## src/rtl/led_panel_scan.sv

```systemverilog
`timescale 1ns/1ps
// HUB75-style LED panel scan driver.
// Fetches one bit-plane of a row pair from a 1-cycle-latency frame buffer,
// shifts it into the panel, latches it, then lights the LEDs for a
// binary-weighted time. Planes and row pairs are cycled to build the frame.
module led_panel_scan #(
    parameter int COLS       = 64,
    parameter int COL_W      = 6,
    parameter int ROW_ADDR_W = 4,
    parameter int BPP        = 4,
    parameter int DISP_BASE  = 8
) (
    input  logic                        clk_in,
    input  logic                        ar,
    input  logic                        en,
    output logic [ROW_ADDR_W+COL_W-1:0] pix_addr,
    input  logic [6*BPP-1:0]            pix_data,
    output logic                        panel_clk,
    output logic                        panel_lat,
    output logic                        panel_oe_n,
    output logic [ROW_ADDR_W-1:0]       panel_row,
    output logic [5:0]                  rgb,
    output logic                        frame_done
);

    // The longest display run is DISP_BASE<<(BPP-1); the counter must hold it.
    localparam int DISP_MAX = DISP_BASE << (BPP - 1);
    localparam int DISP_W   = $clog2(DISP_MAX + 1);
    localparam int PLANE_W  = (BPP > 1) ? $clog2(BPP) : 1;

    localparam logic [PLANE_W-1:0]    LAST_PLANE = PLANE_W'(BPP - 1);
    localparam logic [ROW_ADDR_W-1:0] LAST_ROW   = '1;
    localparam logic [COL_W-1:0]      LAST_COL   = COL_W'(COLS - 1);

    typedef enum logic [2:0] {
        S_IDLE,
        S_FETCH,
        S_SHIFT,
        S_LATCH,
        S_DISPLAY
    } state_t;

    state_t                  state_q, state_n;
    logic                    fcnt_q, fcnt_n;    // FETCH cycle index (0/1)
    logic                    phase_q, phase_n;  // SHIFT: 0 = data cycle, 1 = clock-high cycle
    logic [COL_W-1:0]        col_q, col_n;
    logic [ROW_ADDR_W-1:0]   row_q, row_n;
    logic [PLANE_W-1:0]      plane_q, plane_n;
    logic [DISP_W-1:0]       disp_q, disp_n;

    logic [ROW_ADDR_W+COL_W-1:0] pix_addr_n;
    logic                        panel_clk_n;
    logic                        panel_lat_n;
    logic                        panel_oe_n_n;
    logic [ROW_ADDR_W-1:0]       panel_row_n;
    logic [5:0]                  rgb_n;
    logic                        frame_done_n;

    logic [5:0]        plane_bits;  // current plane's bit of each colour field
    logic [DISP_W-1:0] disp_last;   // final display count for the current plane
    logic              frame_last;  // current plane is the last one of the frame

    // Pick bit plane_q out of each of the six BPP-wide colour fields.
    for (genvar k = 0; k < 6; k++) begin : g_sel
        logic [BPP-1:0] field;
        assign field         = pix_data[k*BPP +: BPP];
        assign plane_bits[k] = field[plane_q];
    end

    assign disp_last  = DISP_W'((DISP_BASE << plane_q) - 1);
    assign frame_last = (plane_q == LAST_PLANE) && (row_q == LAST_ROW);

    // State, counters and all panel outputs are registered together.
    always_ff @(posedge clk_in or negedge ar) begin
        if (!ar) begin
            state_q    <= S_IDLE;
            fcnt_q     <= 1'b0;
            phase_q    <= 1'b0;
            col_q      <= '0;
            row_q      <= '0;
            plane_q    <= '0;
            disp_q     <= '0;
            pix_addr   <= '0;
            panel_clk  <= 1'b0;
            panel_lat  <= 1'b0;
            panel_oe_n <= 1'b1;
            panel_row  <= '0;
            rgb        <= '0;
            frame_done <= 1'b0;
        end else begin
            // NOTE: non-blocking assignments so every register samples the
            // pre-edge values computed by the combinational block.
            state_q    <= state_n;
            fcnt_q     <= fcnt_n;
            phase_q    <= phase_n;
            col_q      <= col_n;
            row_q      <= row_n;
            plane_q    <= plane_n;
            disp_q     <= disp_n;
            pix_addr   <= pix_addr_n;
            panel_clk  <= panel_clk_n;
            panel_lat  <= panel_lat_n;
            panel_oe_n <= panel_oe_n_n;
            panel_row  <= panel_row_n;
            rgb        <= rgb_n;
            frame_done <= frame_done_n;
        end
    end

    // Next-state logic; outputs are computed for the cycle being entered.
    always_comb begin
        // NOTE: every signal gets a default first so no path infers a latch.
        state_n      = state_q;
        fcnt_n       = fcnt_q;
        phase_n      = phase_q;
        col_n        = col_q;
        row_n        = row_q;
        plane_n      = plane_q;
        disp_n       = disp_q;
        pix_addr_n   = pix_addr;
        panel_row_n  = panel_row;
        rgb_n        = rgb;
        panel_clk_n  = 1'b0;
        panel_lat_n  = 1'b0;
        panel_oe_n_n = 1'b1;
        frame_done_n = 1'b0;

        unique case (state_q)
            S_IDLE: begin
                if (en) begin
                    state_n    = S_FETCH;
                    fcnt_n     = 1'b0;
                    row_n      = '0;
                    plane_n    = '0;
                    pix_addr_n = '0;
                end
            end

            S_FETCH: begin
                if (!fcnt_q) begin
                    fcnt_n = 1'b1;
                end else begin
                    // Column 0 data arrives now; column 1 address goes out
                    // so the read stays two cycles ahead of rgb.
                    state_n = S_SHIFT;
                    col_n   = '0;
                    phase_n = 1'b0;
                    rgb_n   = plane_bits;
                    if (COLS > 1) pix_addr_n = {row_q, COL_W'(1)};
                end
            end

            S_SHIFT: begin
                if (!phase_q) begin
                    phase_n     = 1'b1;
                    panel_clk_n = 1'b1;
                end else if (col_q != LAST_COL) begin
                    phase_n = 1'b0;
                    col_n   = col_q + COL_W'(1);
                    rgb_n   = plane_bits;
                    if (int'(col_q) + 2 < COLS) pix_addr_n = {row_q, col_q + COL_W'(2)};
                end else begin
                    state_n     = S_LATCH;
                    panel_lat_n = 1'b1;
                    panel_row_n = row_q;
                end
            end

            S_LATCH: begin
                state_n      = S_DISPLAY;
                disp_n       = '0;
                panel_oe_n_n = 1'b0;
                frame_done_n = (disp_last == '0) && frame_last;
            end

            S_DISPLAY: begin
                if (disp_q != disp_last) begin
                    disp_n       = disp_q + DISP_W'(1);
                    panel_oe_n_n = 1'b0;
                    frame_done_n = ((disp_q + DISP_W'(1)) == disp_last) && frame_last;
                end else if (plane_q != LAST_PLANE) begin
                    state_n    = S_FETCH;
                    fcnt_n     = 1'b0;
                    plane_n    = plane_q + PLANE_W'(1);
                    pix_addr_n = {row_q, {COL_W{1'b0}}};
                end else begin
                    plane_n = '0;
                    row_n   = row_q + ROW_ADDR_W'(1);
                    if (row_q == LAST_ROW && !en) begin
                        state_n = S_IDLE;
                    end else begin
                        state_n    = S_FETCH;
                        fcnt_n     = 1'b0;
                        pix_addr_n = {row_n, {COL_W{1'b0}}};
                    end
                end
            end

            default: state_n = S_IDLE;
        endcase
    end

endmodule

```

## config.mk

```make
export PLATFORM = sky130hd
export DESIGN_NAME = led_panel_scan
export DESIGN_NICKNAME = d
export VERILOG_FILES = /design/src/rtl/led_panel_scan.sv
export SDC_FILE = /design/constraint.sdc
export NUM_CORES = 1
export LEC_CHECK = 0
export ABC_AREA = 1
export CAP_MARGIN = 20
export CORE_MARGIN = 1
export CORE_UTILIZATION = 40
export CTS_CLUSTER_SIZE = 12
export DETAILED_ROUTE_END_ITERATION = 12
export GPL_TIMING_DRIVEN = 0
export PLACE_DENSITY = 0.68
export SLEW_MARGIN = 20
export SYNTH_ARGS = -nofsm -noshare
export SYNTH_HDL_FRONTEND = slang
export SYNTH_SLANG_ARGS = --single-unit
export TNS_END_PERCENT = 10
```

## constraint.sdc

```tcl
create_clock -name clk_in -period 4 [get_ports clk_in]
set_input_delay 0.8 -clock clk_in [delete_from_list [all_inputs] [get_ports clk_in]]
set_output_delay 0.8 -clock clk_in [all_outputs]
set_load 0.005 [all_outputs]
```

==> results of run 1 <==
-- cell usage after synthesis (2+ instances only) --
| cell type | number | share of area |
|---|---|---|
| o22ai_1 | 6 | 0.013 |
| clkbuf_1 | 3 | 0.0039 |
| nor2_2 | 5 | 0.011 |
| buf_4 | 2 | 0.0053 |
| nand4_1 | 11 | 0.024 |
| mux2_2 | 2 | 0.0079 |
| xor2_1 | 3 | 0.0092 |
| dfrtp_1 | 47 | 0.41 |
| nor3_1 | 2 | 0.0035 |
| nand2_4 | 2 | 0.0079 |
| a21oi_1 | 4 | 0.0070 |
| a31oi_1 | 6 | 0.013 |
| o21ai_0 | 26 | 0.046 |
| o21ai_1 | 2 | 0.0035 |
| nor2_1 | 56 | 0.074 |
| ha_1 | 9 | 0.039 |
| o21a_1 | 4 | 0.011 |
| inv_2 | 4 | 0.0053 |
| nand2_1 | 104 | 0.14 |
| nand3_1 | 35 | 0.061 |
| buf_6 | 4 | 0.016 |
| nand2_2 | 5 | 0.011 |
| inv_1 | 35 | 0.046 |
-- through the flow --
stage	power [mW]	instances	hold slack, ns	cell area (sq um)	setup WS, ns
6_report	0.894	541	0.444	3600	1.59
2_1_floorplan	0.507	386	0.439	2860	2.06
5_1_grt	0.929	541	0.469	3600	1.27
3_5_place_dp	0.552	533	0.458	3490	1.60
3_3_place_gp	0.549	532	0.456	3480	0.723
4_1_cts	0.905	541	0.458	3600	1.57
-- worst max path at each step --
stage | startpoint | to | cells past startpoint
3_3_place_gp | ar | rgb[0]$_DFFE_PN0P_ | 1
5_1_grt | plane_q[1]$_DFFE_PN0P_ | pix_addr[2]$_DFFE_PN0P_ | 13
2_1_floorplan | plane_q[1]$_DFFE_PN0P_ | pix_addr[9]$_DFFE_PN0P_ | 13
4_1_cts | plane_q[0]$_DFFE_PN0P_ | pix_addr[8]$_DFFE_PN0P_ | 13
6_report | plane_q[0]$_DFFE_PN0P_ | pix_addr[3]$_DFFE_PN0P_ | 13
3_5_place_dp | plane_q[0]$_DFFE_PN0P_ | pix_addr[5]$_DFFE_PN0P_ | 13
-- layout by cell type, fill, tap and decap left out, types with 3 or more instances in the layout --
master / synthesis / layout
nand4_1: 11 / 11
a31oi_1: 6 / 6
dfrtp_1: 47 / 47
ha_1: 9 / 9
o22ai_1: 6 / 6
inv_1: 35 / 35
nand3_1: 35 / 35
nor2_1: 56 / 56
clkdlybuf4s50_1: 0 / 49
nand2_2: 5 / 5
clkbuf_8: 1 / 6
nor2_2: 5 / 5
nand2_1: 104 / 104
o21ai_0: 26 / 26
clkbuf_1: 3 / 4
xor2_1: 3 / 3
o21a_1: 4 / 4
buf_6: 4 / 4
inv_2: 4 / 4
a21oi_1: 4 / 4
-- cells by family (layout without fill, tap and decap cells) --
kind of cell / after synthesis / count (layout) / share of synthesized area
adder cells (fa/ha/maj): 9 / 9 / 0.0394
flip-flops: 48 / 48 / 0.421
XOR/XNOR: 4 / 4 / 0.0123
AO/OA/AOI/OAI: 49 / 49 / 0.0955
buffers and inverters: 51 / 110 / 0.0846
AND/OR/NAND/NOR: 223 / 223 / 0.339
multiplexers: 2 / 2 / 0.00789
-- state kept, by name, indices dropped and copies added (netlist names) --
register	count
panel_oe_n	1
pix_addr	10
fcnt_q	1
disp_q	7
phase_q	1
plane_q	2
rgb	6
row_q	4
frame_done	1
col_q	6
panel_clk	1
panel_row	4
panel_lat	1
state_q	3
-- critical path: stages, from the launching register on --
cell and delay, ns:
dfrtp_1 0.56, inv_1 0.14, clkbuf_1 0.24, ha_1 0.31, inv_1 0.12, nand2_1 0.08, nand2_1 0.09, inv_1 0.05
nor2_2 0.12, nand3_1 0.15, nand2_4 0.16, nand2_2 0.15, nand2_1 0.09, nand2_1 0.05
-- cell type report --
class	count	area, sq um	share of cell area
multi-input cells	287	1410	0.392
flip-flops and latches	48	1200	0.334
repair buffers	51	515	0.143
inverters	39	146	0.0407
well taps	96	120	0.0334
plain buffers	12	95.1	0.0264
clock buffers	6	72.6	0.0202
clock inverters	2	35.0	0.00974
-- power groups by stage --
stage	Clock [mW]	Combinational, mW	Sequential [mW]
floorplan	0	0.00762	0.500
global placement	0	0.0498	0.499
detailed placement	0	0.0523	0.499
CTS	0.363	0.0525	0.490
global route	0.381	0.0576	0.490
finish	0.353	0.0511	0.490
-- per-layer routing --
layer	wire length, um	share of wire	track usage	vias up
li1	-	-	-	1368
met1	2970	0.46	0.253	1241
met2	3140	0.49	0.325	54
met3	259	0.040	0.0333	8
met4	72	0.011	0.0455	0
met5	0	0	0	-
==> flow_summary.yaml, run 1 <==
status:
  status: "completed"
clocking:
  clockBufferDepth: 2
  path_clk_slew_ns: 0.09
  cts_tree: "built"
  postCtsSetupBuffers: 0
  cts_hold_buffers: 0
  clock_sinks: 48
  clock_latency_ns: 0.30
  cts_resized: 0
  root_buffer: "clkbuf_8"
  htree_levels: 2
  cts_buffers: 5
logic_synthesis:
  ys_seq_area_frac: 0.421
  avgSynthCellArea_sq_um: 7.40
  ys_types: 32
  ys_warn_count: 0
  syn_inst: 386
  synth-edff-count: 0
  synthFlopType: "dfrtp_1"
  synth_fp_nets: 422
  synth_seq_cells: 48
  async_flop_share: 1.00
  synth_area_sq_mm: 0.00286
drt:
  drtIter0Drc: 191
  drc_errors: 0
  vias: 2671
  firstDrtPassIters: 4
  wl_per_cell_um: 11.9
  ant_nets: 0
  routed_wl_mm: 6.44
  via_per_inst: 4.94
floorplanning:
  die_area_sq_mm: 0.00748
  start_util: 0.418
  ios: 51
  die_w_um: 86.5
  rows: 30
  die_y_um: 86.5
  coreArea_sq_mm: 0.00683
sta:
  finalCriticalPeriod_ns: 2.41
  report.final.slew_viol_count: 0
  fin_setup_tns_ns: 0
  finalHoldViolCount: 0
  fin_crit_sh: 0.602
  rsz0062_at_grt: "false"
  setup_violations: 0
  fmax_ghz: 0.415
  skew_ns: 0.00720
  relSlewSlack: 0.683
  worstMarginPinSlew_ns: 0.475
grt:
  grt_pass1_wl_mm: 11.3
  grt_max_degree: 30
  grt_pass1_vias: 2493
  grt.total_usage: 0.191
  antenna_found_initial: 0
  grt-ovfl-total: 0
critical_path:
  end_kind: "flop"
  critical_path_arrival_ns: 2.61
  cp_max_fo: 10
  timing.rr.start: "plane_q[0]$_DFFE_PN0P_"
  r2r_cells: 13
  crit_required_ns: 4.20
  start_kind: "flop"
  r2r-end: "pix_addr[3]$_DFFE_PN0P_"
  r2r_setup_slack_ns: 1.59
  crit_type: "reg -> reg"
final_layout:
  syn_to_final_growth_pct: 26.0
  final_util: 0.527
  fill_cells: 672
  nets: 480
  antenna_cells: 0
  drive_gt1_frac: 0.0876
power_and_ir_drop:
  internal_power_mw: 0.706
  max-vdd-ir-drop_mv: 0.146
  power_leakage_nw: 1.73
  switching_share: 0.210
  combinationalPowerShare: 0.057
  switching_power_mw: 0.188
  p_clk_frac: 0.395
  seqPwrFrac: 0.548
  power_density_mw_per_mm2: 248
place:
  place_hpwl_mm: 4.86
  place_congestion: 0.862
  numPortBuffers: 50
flow_run:
  maxCapViolations: 0
min_path:
  hp-class: "in -> async"
No activity file was read; power rests on OpenSTA's default activity.
==> run 2: changes to the inputs <==
--- a/config.mk
+++ b/config.mk
@@ -12,7 +12,7 @@
 export CTS_CLUSTER_SIZE = 12
 export DETAILED_ROUTE_END_ITERATION = 12
 export GPL_TIMING_DRIVEN = 0
-export PLACE_DENSITY = 0.68
+export PLACE_DENSITY = 0.71
 export SLEW_MARGIN = 20
 export SYNTH_ARGS = -nofsm -noshare
 export SYNTH_HDL_FRONTEND = slang
==> constraint.sdc (replaced) <==
create_clock -name clk_in -period 2.1 [get_ports clk_in]
set_input_delay 0.42 -clock clk_in [delete_from_list [all_inputs] [get_ports clk_in]]
set_output_delay 0.42 -clock clk_in [all_outputs]
set_load 0.005 [all_outputs]
==> flow_summary.yaml, run 2 (synthesis gave the netlist of run 1 again) <==
sta:
  report.final.slew_viol_count: 0
  relSlewSlack: 0.707
  worstMarginPinSlew_ns: 0.440
  skew_ns: 0.00393
  finalCriticalPeriod_ns: 1.99
  finalHoldViolCount: 0
  fmax_ghz: 0.503
  fin_crit_sh: 0.946
  whs_ns: 0.0369
  setup_violations: 0
  rsz0062_at_grt: "false"
grt:
  grt_use_met1: 0.231
  grt-ovfl-total: 0
  grt_pass1_wl_mm: 11.1
  grt.total_usage: 0.185
  grt_max_degree: 32
  use_met3: 0.0352
  grtUsageMet2: 0.333
  busiest_layer: "met2"
  grt_pass1_vias: 2534
  antenna_found_initial: 0
power_and_ir_drop:
  p_clk_frac: 0.362
  max-vdd-ir-drop_mv: 0.183
  switching_share: 0.220
  combinationalPowerShare: 0.060
  power.total_mw: 1.62
  internal_power_mw: 1.26
  seqPwrFrac: 0.577
  power_leakage_nw: 1.75
  switching_power_mw: 0.356
  power_density_mw_per_mm2: 442
critical_path:
  cp_slowest_stage_delay_ns: 0.42
  end_kind: "flop"
  cp_max_fo: 10
  timing.critical_path.mode_cell: "nand2_1"
  crit_required_ns: 2.30
  start_kind: "flop"
  critical-path-slowest-cell: "dfrtp_1"
  path_cells: "buf_4 > ha_1 > buf_4 > inv_1 > nand2_1 > nand3_1 > nand2_1 > nand3_2 > nand2_4 > buf_8 > nand3b_1 > nand2_1"
  critical_path_arrival_ns: 2.18
  crit_type: "reg -> reg"
drt:
  routed_wl_mm: 6.45
  wl_per_cell_um: 11.9
  drc_errors: 0
  ant_nets: 0
  via_per_inst: 4.93
  drtIter0Drc: 144
  vias: 2681
  firstDrtPassIters: 4
final_layout:
  largest_register: "pix_addr"
  top_regs: "pix_addr x10, disp_q x7"
  fill_cells: 651
  final_common_cell: "nand2_1"
  drive_gt1_frac: 0.112
  final_area_sq_mm: 0.00365
  antenna_cells: 0
  final_cell_mix: "nand2_1 (104), nor2_1 (56), clkdlybuf4s50_1 (49)"
  syn_to_final_growth_pct: 28.0
  largest_reg_flops: 10
  nets: 483
place:
  place_congestion: 0.844
  place_hpwl_mm: 4.82
  numPortBuffers: 50
  placement.cell_area_sq_mm: 0.00349
clocking:
  cts_hold_buffers: 0
  clock_sinks: 48
  path_clk_slew_ns: 0.09
  cts_buffers: 5
  root_buffer: "clkbuf_8"
  clockBufferDepth: 2
  clock_latency_ns: 0.30
  cts_tree: "built"
  htree_levels: 2
floorplanning:
  rows: 30
  coreArea_sq_mm: 0.00683
  die_w_um: 86.5
  die_y_um: 86.5
  die_area_sq_mm: 0.00748
  start_util: 0.418
  ios: 51
min_path:
  hp-class: "in -> async"
flow_run:
  maxCapViolations: 0
status:
  status: "completed"
-- run 2: worst paths after layout --
kind,start,to,cells past startpoint,slack [ns]
setup / recovery,plane_q[1]$_DFFE_PN0P_,pix_addr[2]$_DFFE_PN0P_,12,0.11
hold / removal,ar,panel_row[3]$_DFFE_PN0P_,1,0.04
setup reg to reg,plane_q[1]$_DFFE_PN0P_,pix_addr[2]$_DFFE_PN0P_,12,0.11
hold reg to reg,pix_addr[1]$_DFFE_PN0P_,pix_addr[1]$_DFFE_PN0P_,2,0.48
max in group asynchronous,ar,plane_q[0]$_DFFE_PN0P_,2,1.55
min in group clk_in,pix_addr[1]$_DFFE_PN0P_,pix_addr[1]$_DFFE_PN0P_,2,0.48
-- run 2: layout make-up --
| class | instances | area [sq um] | share of cell area |
|---|---|---|---|
| Multi-Input combinational cell | 287 | 1430 | 0.392 |
| Inverter | 39 | 150 | 0.0411 |
| Sequential cell | 48 | 1200 | 0.329 |
| Tap cell | 96 | 120 | 0.0329 |
| Clock inverter | 1 | 7.51 | 0.00205 |
| Clock buffer | 7 | 86.3 | 0.0236 |
| Timing Repair Buffer | 55 | 546 | 0.149 |
| Buffer | 11 | 106 | 0.0291 |
-- run 2: power by group through the flow --
stage	sequential (mW)	combinational [mW]	clock, mW
6_report	0.933	0.0975	0.585
5_1_grt	0.934	0.109	0.623
4_1_cts	0.933	0.100	0.602
3_5_place_dp	0.951	0.0997	0
3_3_place_gp	0.951	0.0956	0
2_1_floorplan	0.951	0.0145	0
-- run 2: per-stage QoR --
stage	util	worst slack [ns]	TNS, ns	instances
floorplan	-	0.162	0	386
global placement	0.509	-0.806	-44.00	532
detailed placement	0.511	-0.295	-6.48	533
CTS	0.527	0.0136	0	541
global route	0.535	0.0132	0	544
finish	0.535	0.113	0	544
-- run 2: timing repair --
| action | in CTS | in global routing |
|---|---|---|
| endpoints found under the setup margin | 27 | 27 |
| hold endpoints to repair | 0 | 0 |
| gates resized for setup | 5 | 9 |
| pin swaps | 0 | 1 |
| setup buffers | 1 | 3 |
-- run 2: worst max-delay path, delay by kind of cell, from the launching register on --
| kind | cells | cell delay (ns) |
|---|---|---|
| simple gates | 7 | 0.67 |
| buf+inv | 4 | 0.62 |
| flops | 1 | 0.42 |
| fa+ha+maj | 1 | 0.16 |
-- run 2: layer usage --
layer,up-vias,wire (um)
li1,1369,-
met1,1266,3050
met2,42,3150
met3,4,204
met4,0,42
met5,-,0
